File: src/rtl/uart_pkg.sv
// Shared constants for the bridge-attached UART: register offsets, STATUS/CTRL bit
// positions, FSM encodings and the bridge window. UART_PARITY_EN adds the PARITY state.
package uart_pkg;

    localparam int UART_DEFAULT_DIV = 16;
    localparam int UART_MIN_DIV     = 4;

    localparam logic [1:0] UART_CTRL   = 2'd0;
    localparam logic [1:0] UART_DIV    = 2'd1;
    localparam logic [1:0] UART_TXDATA = 2'd2;
    localparam logic [1:0] UART_STATUS = 2'd3;

    localparam int CTRL_TX_IRQ_EN = 0;
    localparam int CTRL_RX_IRQ_EN = 1;
    localparam int CTRL_PARITY_EN = 2;

    localparam int ST_TX_BUSY    = 8;
    localparam int ST_RX_VALID   = 9;
    localparam int ST_OVERRUN    = 10;
    localparam int ST_FRAME_ERR  = 11;
    localparam int ST_PARITY_ERR = 12;

    localparam logic [31:0] BRIDGE_UART_BASE = 32'h0000_0040;
    localparam logic [31:0] BRIDGE_UART_LB   = 32'h0000_0040;
    localparam logic [31:0] BRIDGE_UART_UB   = 32'h0000_004F;

    typedef enum logic [2:0] {
        ST_IDLE  = 3'd0,
        ST_START = 3'd1,
        ST_DATA  = 3'd2,
        ST_STOP  = 3'd3
`ifdef UART_PARITY_EN
        , ST_PARITY = 3'd4
`endif
    } uart_state_e;

endpackage

File: src/rtl/uart_tx.sv
// 8N1 serial transmitter: one bit timer, 3-bit bit counter and shift register.
// With UART_PARITY_EN an even parity bit can follow the data bits.
module uart_tx
    import uart_pkg::*;
(
    input  logic        clk,
    input  logic        rst,
    input  logic        start,
    input  logic [7:0]  data,
    input  logic [15:0] div,
`ifdef UART_PARITY_EN
    input  logic        parity_en,
`endif
    output logic        txd,
    output uart_state_e state
);

    uart_state_e state_q;
    logic [15:0] div_q;
    logic [15:0] cnt_q;
    logic [7:0]  shift_q;
    logic [2:0]  bit_q;
    logic        txd_q;
`ifdef UART_PARITY_EN
    logic        par_en_q;
    logic        par_q;
`endif
    logic        bit_end;

    assign bit_end = (cnt_q == div_q - 16'd1);
    assign txd     = txd_q;
    assign state   = state_q;

    always_ff @(posedge clk or negedge rst) begin
        if (!rst) begin
            state_q <= ST_IDLE;
            div_q   <= 16'd1;
            cnt_q   <= '0;
            shift_q <= '0;
            bit_q   <= '0;
            txd_q   <= 1'b1;
`ifdef UART_PARITY_EN
            par_en_q <= 1'b0;
            par_q    <= 1'b0;
`endif
        end else begin
            case (state_q)
                ST_IDLE: begin
                    if (start) begin
                        div_q   <= div;
                        shift_q <= data;
                        cnt_q   <= '0;
                        bit_q   <= '0;
                        txd_q   <= 1'b0;
                        state_q <= ST_START;
`ifdef UART_PARITY_EN
                        par_en_q <= parity_en;
                        par_q    <= ^data;
`endif
                    end
                end
                ST_START: begin
                    if (bit_end) begin
                        cnt_q   <= '0;
                        txd_q   <= shift_q[0];
                        state_q <= ST_DATA;
                    end else begin
                        cnt_q <= cnt_q + 16'd1;
                    end
                end
                ST_DATA: begin
                    if (bit_end) begin
                        cnt_q   <= '0;
                        bit_q   <= bit_q + 3'd1;
                        shift_q <= {1'b0, shift_q[7:1]};
                        if (bit_q == 3'd7) begin
`ifdef UART_PARITY_EN
                            txd_q   <= par_en_q ? par_q : 1'b1;
                            state_q <= par_en_q ? ST_PARITY : ST_STOP;
`else
                            txd_q   <= 1'b1;
                            state_q <= ST_STOP;
`endif
                        end else begin
                            txd_q <= shift_q[1];
                        end
                    end else begin
                        cnt_q <= cnt_q + 16'd1;
                    end
                end
`ifdef UART_PARITY_EN
                ST_PARITY: begin
                    if (bit_end) begin
                        cnt_q   <= '0;
                        txd_q   <= 1'b1;
                        state_q <= ST_STOP;
                    end else begin
                        cnt_q <= cnt_q + 16'd1;
                    end
                end
`endif
                ST_STOP: begin
                    if (bit_end) begin
                        cnt_q   <= '0;
                        state_q <= ST_IDLE;
                    end else begin
                        cnt_q <= cnt_q + 16'd1;
                    end
                end
                default: begin
                    txd_q   <= 1'b1;
                    state_q <= ST_IDLE;
                end
            endcase
        end
    end

endmodule

File: src/rtl/uart_dev.sv
// UART responder on the bridge device port: CTRL/DIVISOR/TXDATA/STATUS, TX via uart_tx,
// RX FSM kept here. Define UART_PARITY_EN to enable the even-parity option on CTRL[2].
module uart_dev
    import uart_pkg::*;
#(
    parameter int DEFAULT_DIV = UART_DEFAULT_DIV,
    parameter int MIN_DIV     = UART_MIN_DIV
) (
    input  logic        clk,
    input  logic        rst,
    input  logic [1:0]  addr,
    input  logic        write_enable,
    input  logic [31:0] write_data,
    output logic [31:0] read_result,
    output logic        irq,
    input  logic        rxd,
    output logic        txd
);

`ifdef UART_PARITY_EN
    localparam int CTRL_W = 3;
`else
    localparam int CTRL_W = 2;
`endif

    logic [CTRL_W-1:0] ctrl_q, ctrl_d;
    logic [15:0]       div_q, div_d;
    logic [7:0]        txdata_q, txdata_d;
    logic [15:0]       div_eff;
    logic              wr_ctrl, wr_div, wr_tx, wr_status, tx_start, tx_busy;
    uart_state_e       tx_state;
    logic              unused_wdata;

    assign wr_ctrl   = write_enable && (addr == UART_CTRL);
    assign wr_div    = write_enable && (addr == UART_DIV);
    assign wr_tx     = write_enable && (addr == UART_TXDATA);
    assign wr_status = write_enable && (addr == UART_STATUS);
    assign tx_busy   = (tx_state != ST_IDLE);
    assign tx_start  = wr_tx && !tx_busy;
    assign div_eff   = (div_q < 16'(MIN_DIV)) ? 16'(MIN_DIV) : div_q;
    assign unused_wdata = ^write_data[31:16];

    always_comb begin
        ctrl_d   = ctrl_q;
        div_d    = div_q;
        txdata_d = txdata_q;
        if (wr_ctrl)  ctrl_d   = write_data[CTRL_W-1:0];
        if (wr_div)   div_d    = write_data[15:0];
        if (tx_start) txdata_d = write_data[7:0];
    end

    always_ff @(posedge clk or negedge rst) begin
        if (!rst) begin
            ctrl_q   <= '0;
            div_q    <= 16'(DEFAULT_DIV);
            txdata_q <= '0;
        end else begin
            ctrl_q   <= ctrl_d;
            div_q    <= div_d;
            txdata_q <= txdata_d;
        end
    end

    uart_tx u_tx (
        .clk       (clk),
        .rst       (rst),
        .start     (tx_start),
        .data      (write_data[7:0]),
        .div       (div_eff),
`ifdef UART_PARITY_EN
        .parity_en (ctrl_q[CTRL_PARITY_EN]),
`endif
        .txd       (txd),
        .state     (tx_state)
    );

    uart_state_e rx_state_q;
    logic        rx_s1_q, rx_s2_q, rx_prev_q;
    logic [15:0] rx_div_q, rx_cnt_q;
    logic [2:0]  rx_bit_q;
    logic [7:0]  rx_shift_q, rx_data_q;
    logic        rx_valid_q, rx_overrun_q, rx_frame_err_q;
`ifdef UART_PARITY_EN
    logic        rx_par_en_q, rx_par_bad_q, rx_parity_err_q;
`endif
    logic        rx_tick;

    assign rx_tick = (rx_cnt_q == rx_div_q - 16'd1);

    // STATUS clear is written before the FSM so a completing frame in the same cycle wins.
    always_ff @(posedge clk or negedge rst) begin
        if (!rst) begin
            rx_s1_q        <= 1'b1;
            rx_s2_q        <= 1'b1;
            rx_prev_q      <= 1'b1;
            rx_state_q     <= ST_IDLE;
            rx_div_q       <= 16'd1;
            rx_cnt_q       <= '0;
            rx_bit_q       <= '0;
            rx_shift_q     <= '0;
            rx_data_q      <= '0;
            rx_valid_q     <= 1'b0;
            rx_overrun_q   <= 1'b0;
            rx_frame_err_q <= 1'b0;
`ifdef UART_PARITY_EN
            rx_par_en_q     <= 1'b0;
            rx_par_bad_q    <= 1'b0;
            rx_parity_err_q <= 1'b0;
`endif
        end else begin
            rx_s1_q   <= rxd;
            rx_s2_q   <= rx_s1_q;
            rx_prev_q <= rx_s2_q;
            if (wr_status) begin
                rx_valid_q     <= 1'b0;
                rx_overrun_q   <= 1'b0;
                rx_frame_err_q <= 1'b0;
`ifdef UART_PARITY_EN
                rx_parity_err_q <= 1'b0;
`endif
            end
            case (rx_state_q)
                ST_IDLE: begin
                    if (rx_prev_q && !rx_s2_q) begin
                        rx_div_q   <= div_eff;
                        rx_cnt_q   <= '0;
                        rx_state_q <= ST_START;
`ifdef UART_PARITY_EN
                        rx_par_en_q  <= ctrl_q[CTRL_PARITY_EN];
                        rx_par_bad_q <= 1'b0;
`endif
                    end
                end
                ST_START: begin
                    if (rx_cnt_q == {1'b0, rx_div_q[15:1]}) begin
                        rx_cnt_q   <= '0;
                        rx_bit_q   <= '0;
                        rx_state_q <= rx_s2_q ? ST_IDLE : ST_DATA;
                    end else begin
                        rx_cnt_q <= rx_cnt_q + 16'd1;
                    end
                end
                ST_DATA: begin
                    if (rx_tick) begin
                        rx_cnt_q   <= '0;
                        rx_bit_q   <= rx_bit_q + 3'd1;
                        rx_shift_q <= {rx_s2_q, rx_shift_q[7:1]};
                        if (rx_bit_q == 3'd7) begin
`ifdef UART_PARITY_EN
                            rx_state_q <= rx_par_en_q ? ST_PARITY : ST_STOP;
`else
                            rx_state_q <= ST_STOP;
`endif
                        end
                    end else begin
                        rx_cnt_q <= rx_cnt_q + 16'd1;
                    end
                end
`ifdef UART_PARITY_EN
                ST_PARITY: begin
                    if (rx_tick) begin
                        rx_cnt_q     <= '0;
                        rx_par_bad_q <= (rx_s2_q != ^rx_shift_q);
                        rx_state_q   <= ST_STOP;
                    end else begin
                        rx_cnt_q <= rx_cnt_q + 16'd1;
                    end
                end
`endif
                ST_STOP: begin
                    if (rx_tick) begin
                        rx_cnt_q   <= '0;
                        rx_state_q <= ST_IDLE;
                        if (!rx_s2_q) begin
                            rx_frame_err_q <= 1'b1;
`ifdef UART_PARITY_EN
                        end else if (rx_par_bad_q) begin
                            rx_parity_err_q <= 1'b1;
`endif
                        end else begin
                            rx_data_q  <= rx_shift_q;
                            rx_valid_q <= 1'b1;
                            if (rx_valid_q && !wr_status) rx_overrun_q <= 1'b1;
                        end
                    end else begin
                        rx_cnt_q <= rx_cnt_q + 16'd1;
                    end
                end
                default: rx_state_q <= ST_IDLE;
            endcase
        end
    end

    logic [31:0] status_word;

    always_comb begin
        status_word               = '0;
        status_word[7:0]          = rx_data_q;
        status_word[ST_TX_BUSY]   = tx_busy;
        status_word[ST_RX_VALID]  = rx_valid_q;
        status_word[ST_OVERRUN]   = rx_overrun_q;
        status_word[ST_FRAME_ERR] = rx_frame_err_q;
`ifdef UART_PARITY_EN
        status_word[ST_PARITY_ERR] = rx_parity_err_q;
`endif
    end

    always_comb begin
        read_result = '0;
        case (addr)
            UART_CTRL:   read_result[CTRL_W-1:0] = ctrl_q;
            UART_DIV:    read_result[15:0]       = div_q;
            UART_TXDATA: read_result[7:0]        = txdata_q;
            default:     read_result             = status_word;
        endcase
    end

    assign irq = (ctrl_q[CTRL_TX_IRQ_EN] & ~tx_busy) | (ctrl_q[CTRL_RX_IRQ_EN] & rx_valid_q);

endmodule

File: config.mk
export PLATFORM = sky130hd
export DESIGN_NAME = uart_dev
export DESIGN_NICKNAME = d
export VERILOG_FILES = /design/src/rtl/uart_pkg.sv /design/src/rtl/uart_tx.sv /design/src/rtl/uart_dev.sv
export SDC_FILE = /design/constraint.sdc
export NUM_CORES = 1
export LEC_CHECK = 0
export CORE_MARGIN = 2
export CORE_UTILIZATION = 30
export DETAILED_ROUTE_END_ITERATION = 8
export GPL_ROUTABILITY_DRIVEN = 0
export PLACE_DENSITY = 0.58
export RECOVER_POWER = 50
export SETUP_SLACK_MARGIN = 0.15
export SLEW_MARGIN = 10
export SYNTH_ARGS = -nofsm -noshare
export SYNTH_HDL_FRONTEND = slang
export SYNTH_HIERARCHICAL = 1
export SYNTH_SLANG_ARGS = --single-unit
File: constraint.sdc
create_clock -name clk -period 3.62 [get_ports clk]
set_input_delay 0.724 -clock clk [delete_from_list [all_inputs] [get_ports clk]]
set_output_delay 0.724 -clock clk [all_outputs]
set_load 0.01 [all_outputs]
==> summary.md <==
| Metric | Value |
|---|---|
| Slew Limit Fails | `76` |
| Tmin final | `~3300 ps` |
| Die height | `168 µm` |
| Cells after Synth | `806` |
| Peak Freq | `0.301 GHz` |
| Final nets | `approximately 900` |
| WP data required | `2900 ps` |
| Worst Path Max Fanout | `8` |
| Ys Warns | `6` |
| Post-CTS Setup Bufs | `0` |
| Max Clock Skew | `roughly 18 ps` |
| RSZ-0062 raised after global routing | `false` |
| Worst IR Drop VDD | `between 0.4 and 0.5 mV` |
| Top post-synthesis cells by area | `dfrtp_1 38%, mux2_2 11%, xnor2_1 3.4%` |
| DRT antenna net count | `0` |
| Main synth FF type | `dfrtp_1` |
| Port bufs | `39` |
| Starting density of the core | `between 30% and 40%` |
| Largest net degree at the start of global routing | `77` |
| Wire per inst | `16.8 µm` |
| CTS tree | `built` |
| Longest Clk Path Bufs | `2` |
| Number of antenna diodes | `0` |
| Worst Path Arrival | `approximately 2600 ps` |
| Die width | `168 µm` |
| Layout cell share with drive strength beyond 1 | `19.7%` |
| Clock root buffer | `clkbuf_16` |
| HPWL Detailed | `13,700 µm` |
| Rel. slew slack | `-29.0%` |
| EDFF count, synth | `0` |
| Worst Hold Slack | `360 ps` |
| Tightest Hold Check Type | `reg2reg` |
| Worst-Margin Slew | `1940 ps` |
| Placeable Area | `between 20,000 and 30,000 µm²` |
| Cell Area, Synth | `8070 µm²` |
| Routed WL | `between 15,000 and 20,000 µm` |
| Worst-path clk slew | `60 ps` |
| Failing checks | `max-capacitance violations, max-slew violations` |
| Hold_buf cts | `0` |
| Kind of critical path | `in2out` |
| Area leader, netlist | `dfrtp_1` |
| I/O pin count | `72` |
| Layout Cells excl Fill | `1,178` |
| Syn Area/Cell | `10.0 µm²` |
| Pre-CTS setup slack | `107 ps` |
| Final worst-path cycle share | `91.7%` |
| Placed Area | `8720 µm²` |
| Initial antenna violation count | `0` |
| Power Density | `518 nW/µm²` |
| Overflow after GRT | `0` |
| Die area | `28,200 µm²` |
| Final setup TNS | `0 ps` |
| Residual DRC | `0` |
| Pleak | `4.04 nW` |
| Inst Count DP | `1,145` |
| Vias in the first global route | `about 6,000` |
| Top-area cell type share of the netlist area | `38.5%` |
| Synth cell types | `72` |
| Final setup margin | `302 ps` |
| Status | `finished with violations` |
| Most common cell in the synthesized netlist | `dfrtp_1` |
| First-pass GRT wire length | `between 30,000 and 40,000 µm` |
| Clock Latency Late Sink | `430 ps` |
| Total track usage | `14.6%` |
| Startpoint types | `primary input` |
| TritonCTS Sinks | `131` |
| Total number of vias | `6,143` |
| Post-synth ARST share | `between 90% and 100%` |
| Pre-antenna DRT Iters | `5` |
| # setup viols final | `0` |
| Area Growth Syn to Fin | `15.4%` |
| Worst Setup End Kind | `output pin` |
| Drt initial violations | `456` |
| Most frequent cells after synthesis | `124 x dfrtp_1, 78 x mux2_2, 50 x clkbuf_1` |
| Final Hold Fails | `0` |
| H-tree levels | `4` |
| Via/cell ratio | `about 5.2` |
| Num CTS Buffers | `17` |
| Seq/Total Area, Yosys | `40.7%` |
| Max-cap violations | `1` |
| Flops & latches, synth | `approximately 130` |
| Fin area | `roughly 9300 µm²` |
| FP Rows | `60` |
## cell type report
type | instances | area [µm²]
multi-input cells | 589 | 4370
inverters | 20 | 75.1
well taps | 341 | 427
repair buffers | 65 | 589
fillers | 2677 | 17300
clock inverters | 10 | 110
clock buffers | 22 | 454
flip-flops and latches | 131 | 3290
## worst paths after layout
kind	startpoint	to	slack (ps)	cells after the start
hold reg to reg	rx_s1_q	rx_s2_q	360	0
setup / recovery	addr[0]	read_result[13]	300	5
setup reg to reg	rx_div_q[9]	rx_cnt_q[15]	310	8
hold / removal	rx_s1_q	rx_s2_q	360	0
min in group asynchronous	rst	u_tx/state[1]	820	1
max in group asynchronous	rst	rx_prev_q	1600	2
## state kept, by name, summed over array words and instances (netlist names)
name / count
ctrl_q: 2
div_q: 16
rx_bit_q: 3
rx_cnt_q: 16
rx_data_q: 8
rx_div_q: 16
rx_frame_err_q: 1
rx_overrun_q: 1
rx_prev_q: 1
rx_s1_q: 1
rx_s2_q: 1
rx_shift_q: 8
rx_state_q: 2
rx_valid_q: 1
txdata_q: 8
u_tx/bit_q: 3
u_tx/cnt_q: 16
u_tx/div_q: 16
u_tx/shift_q: 8
u_tx/state: 2
u_tx/txd: 1
## routing by layer
layer | vias up | GRT usage, % | wire [µm]
met3 | 14 | 2.14 | 725
met5 | - | 0 | 0
met1 | 3052 | 21.1 | 9730
met4 | 0 | 4.61 | 201
met2 | 119 | 22.4 | 9180
li1 | 2958 | - | -
## cell usage in the layout (no fill, tap or decap), types with 8 or more instances in the layout
cell	n
nor2b_1	11
ha_1	14
mux2i_1	11
nand2b_1	14
a21oi_1	22
xor2_1	24
mux2_2	78
o21ai_0	24
clkdlybuf4s50_1	37
and3_1	19
nor2_1	26
clkbuf_16	17
or2_2	9
o311ai_1	9
xnor2_1	31
dfrtp_1	124
nor3_1	15
and2_1	15
buf_4	24
nor4_1	15
a22o_1	10
nand4_1	17
nand3_1	23
or3_1	8
o22ai_1	18
inv_1	20
a31oi_1	20
nand2_1	45
conb_1	17
## worst max-delay path, stage by stage
cell and delay [ps]:
clkdlybuf4s50_1 560, nor2b_1 340, buf_4 220, and2_1 190
clkdlybuf4s50_1 560
## power by group
group          leakage [nW]  switching, mW  internal (mW)  total (mW)
combinational          2.09          0.636          0.552        1.19
sequential             1.67          0.327           1.64        1.97
clock                 0.278          0.640           1.03        1.67
## what timing repair did
action                     4_1_cts  5_1_grt
resized for setup                0        7
pin swaps                        1        1
cloned                           1        0
setup endpoints to repair        3       25
## cells by family after synthesis
logic type | count (synthesis) | share of synthesized area, %
AOI/OAI and AO/OA | 163 | 14.2
xor gates and xnor gates | 55 | 5.97
adders and majority gates | 14 | 2.17
buffers and inverters | 102 | 6.27
DFF | 131 | 40.7
muxes | 92 | 13.0
other | 2 | 0.0931
and+or+nand+nor | 247 | 17.6
## metrics by stage
step | utilization [%] | power [mW]
floorplan | - | 2.79
global placement | 32.7 | 3.15
detailed placement | 32.7 | 3.17
CTS | 34.9 | 4.87
global route | 34.9 | 5.10
finish | 34.9 | 4.82
Note: power is estimated with default switching activity, not from simulation.
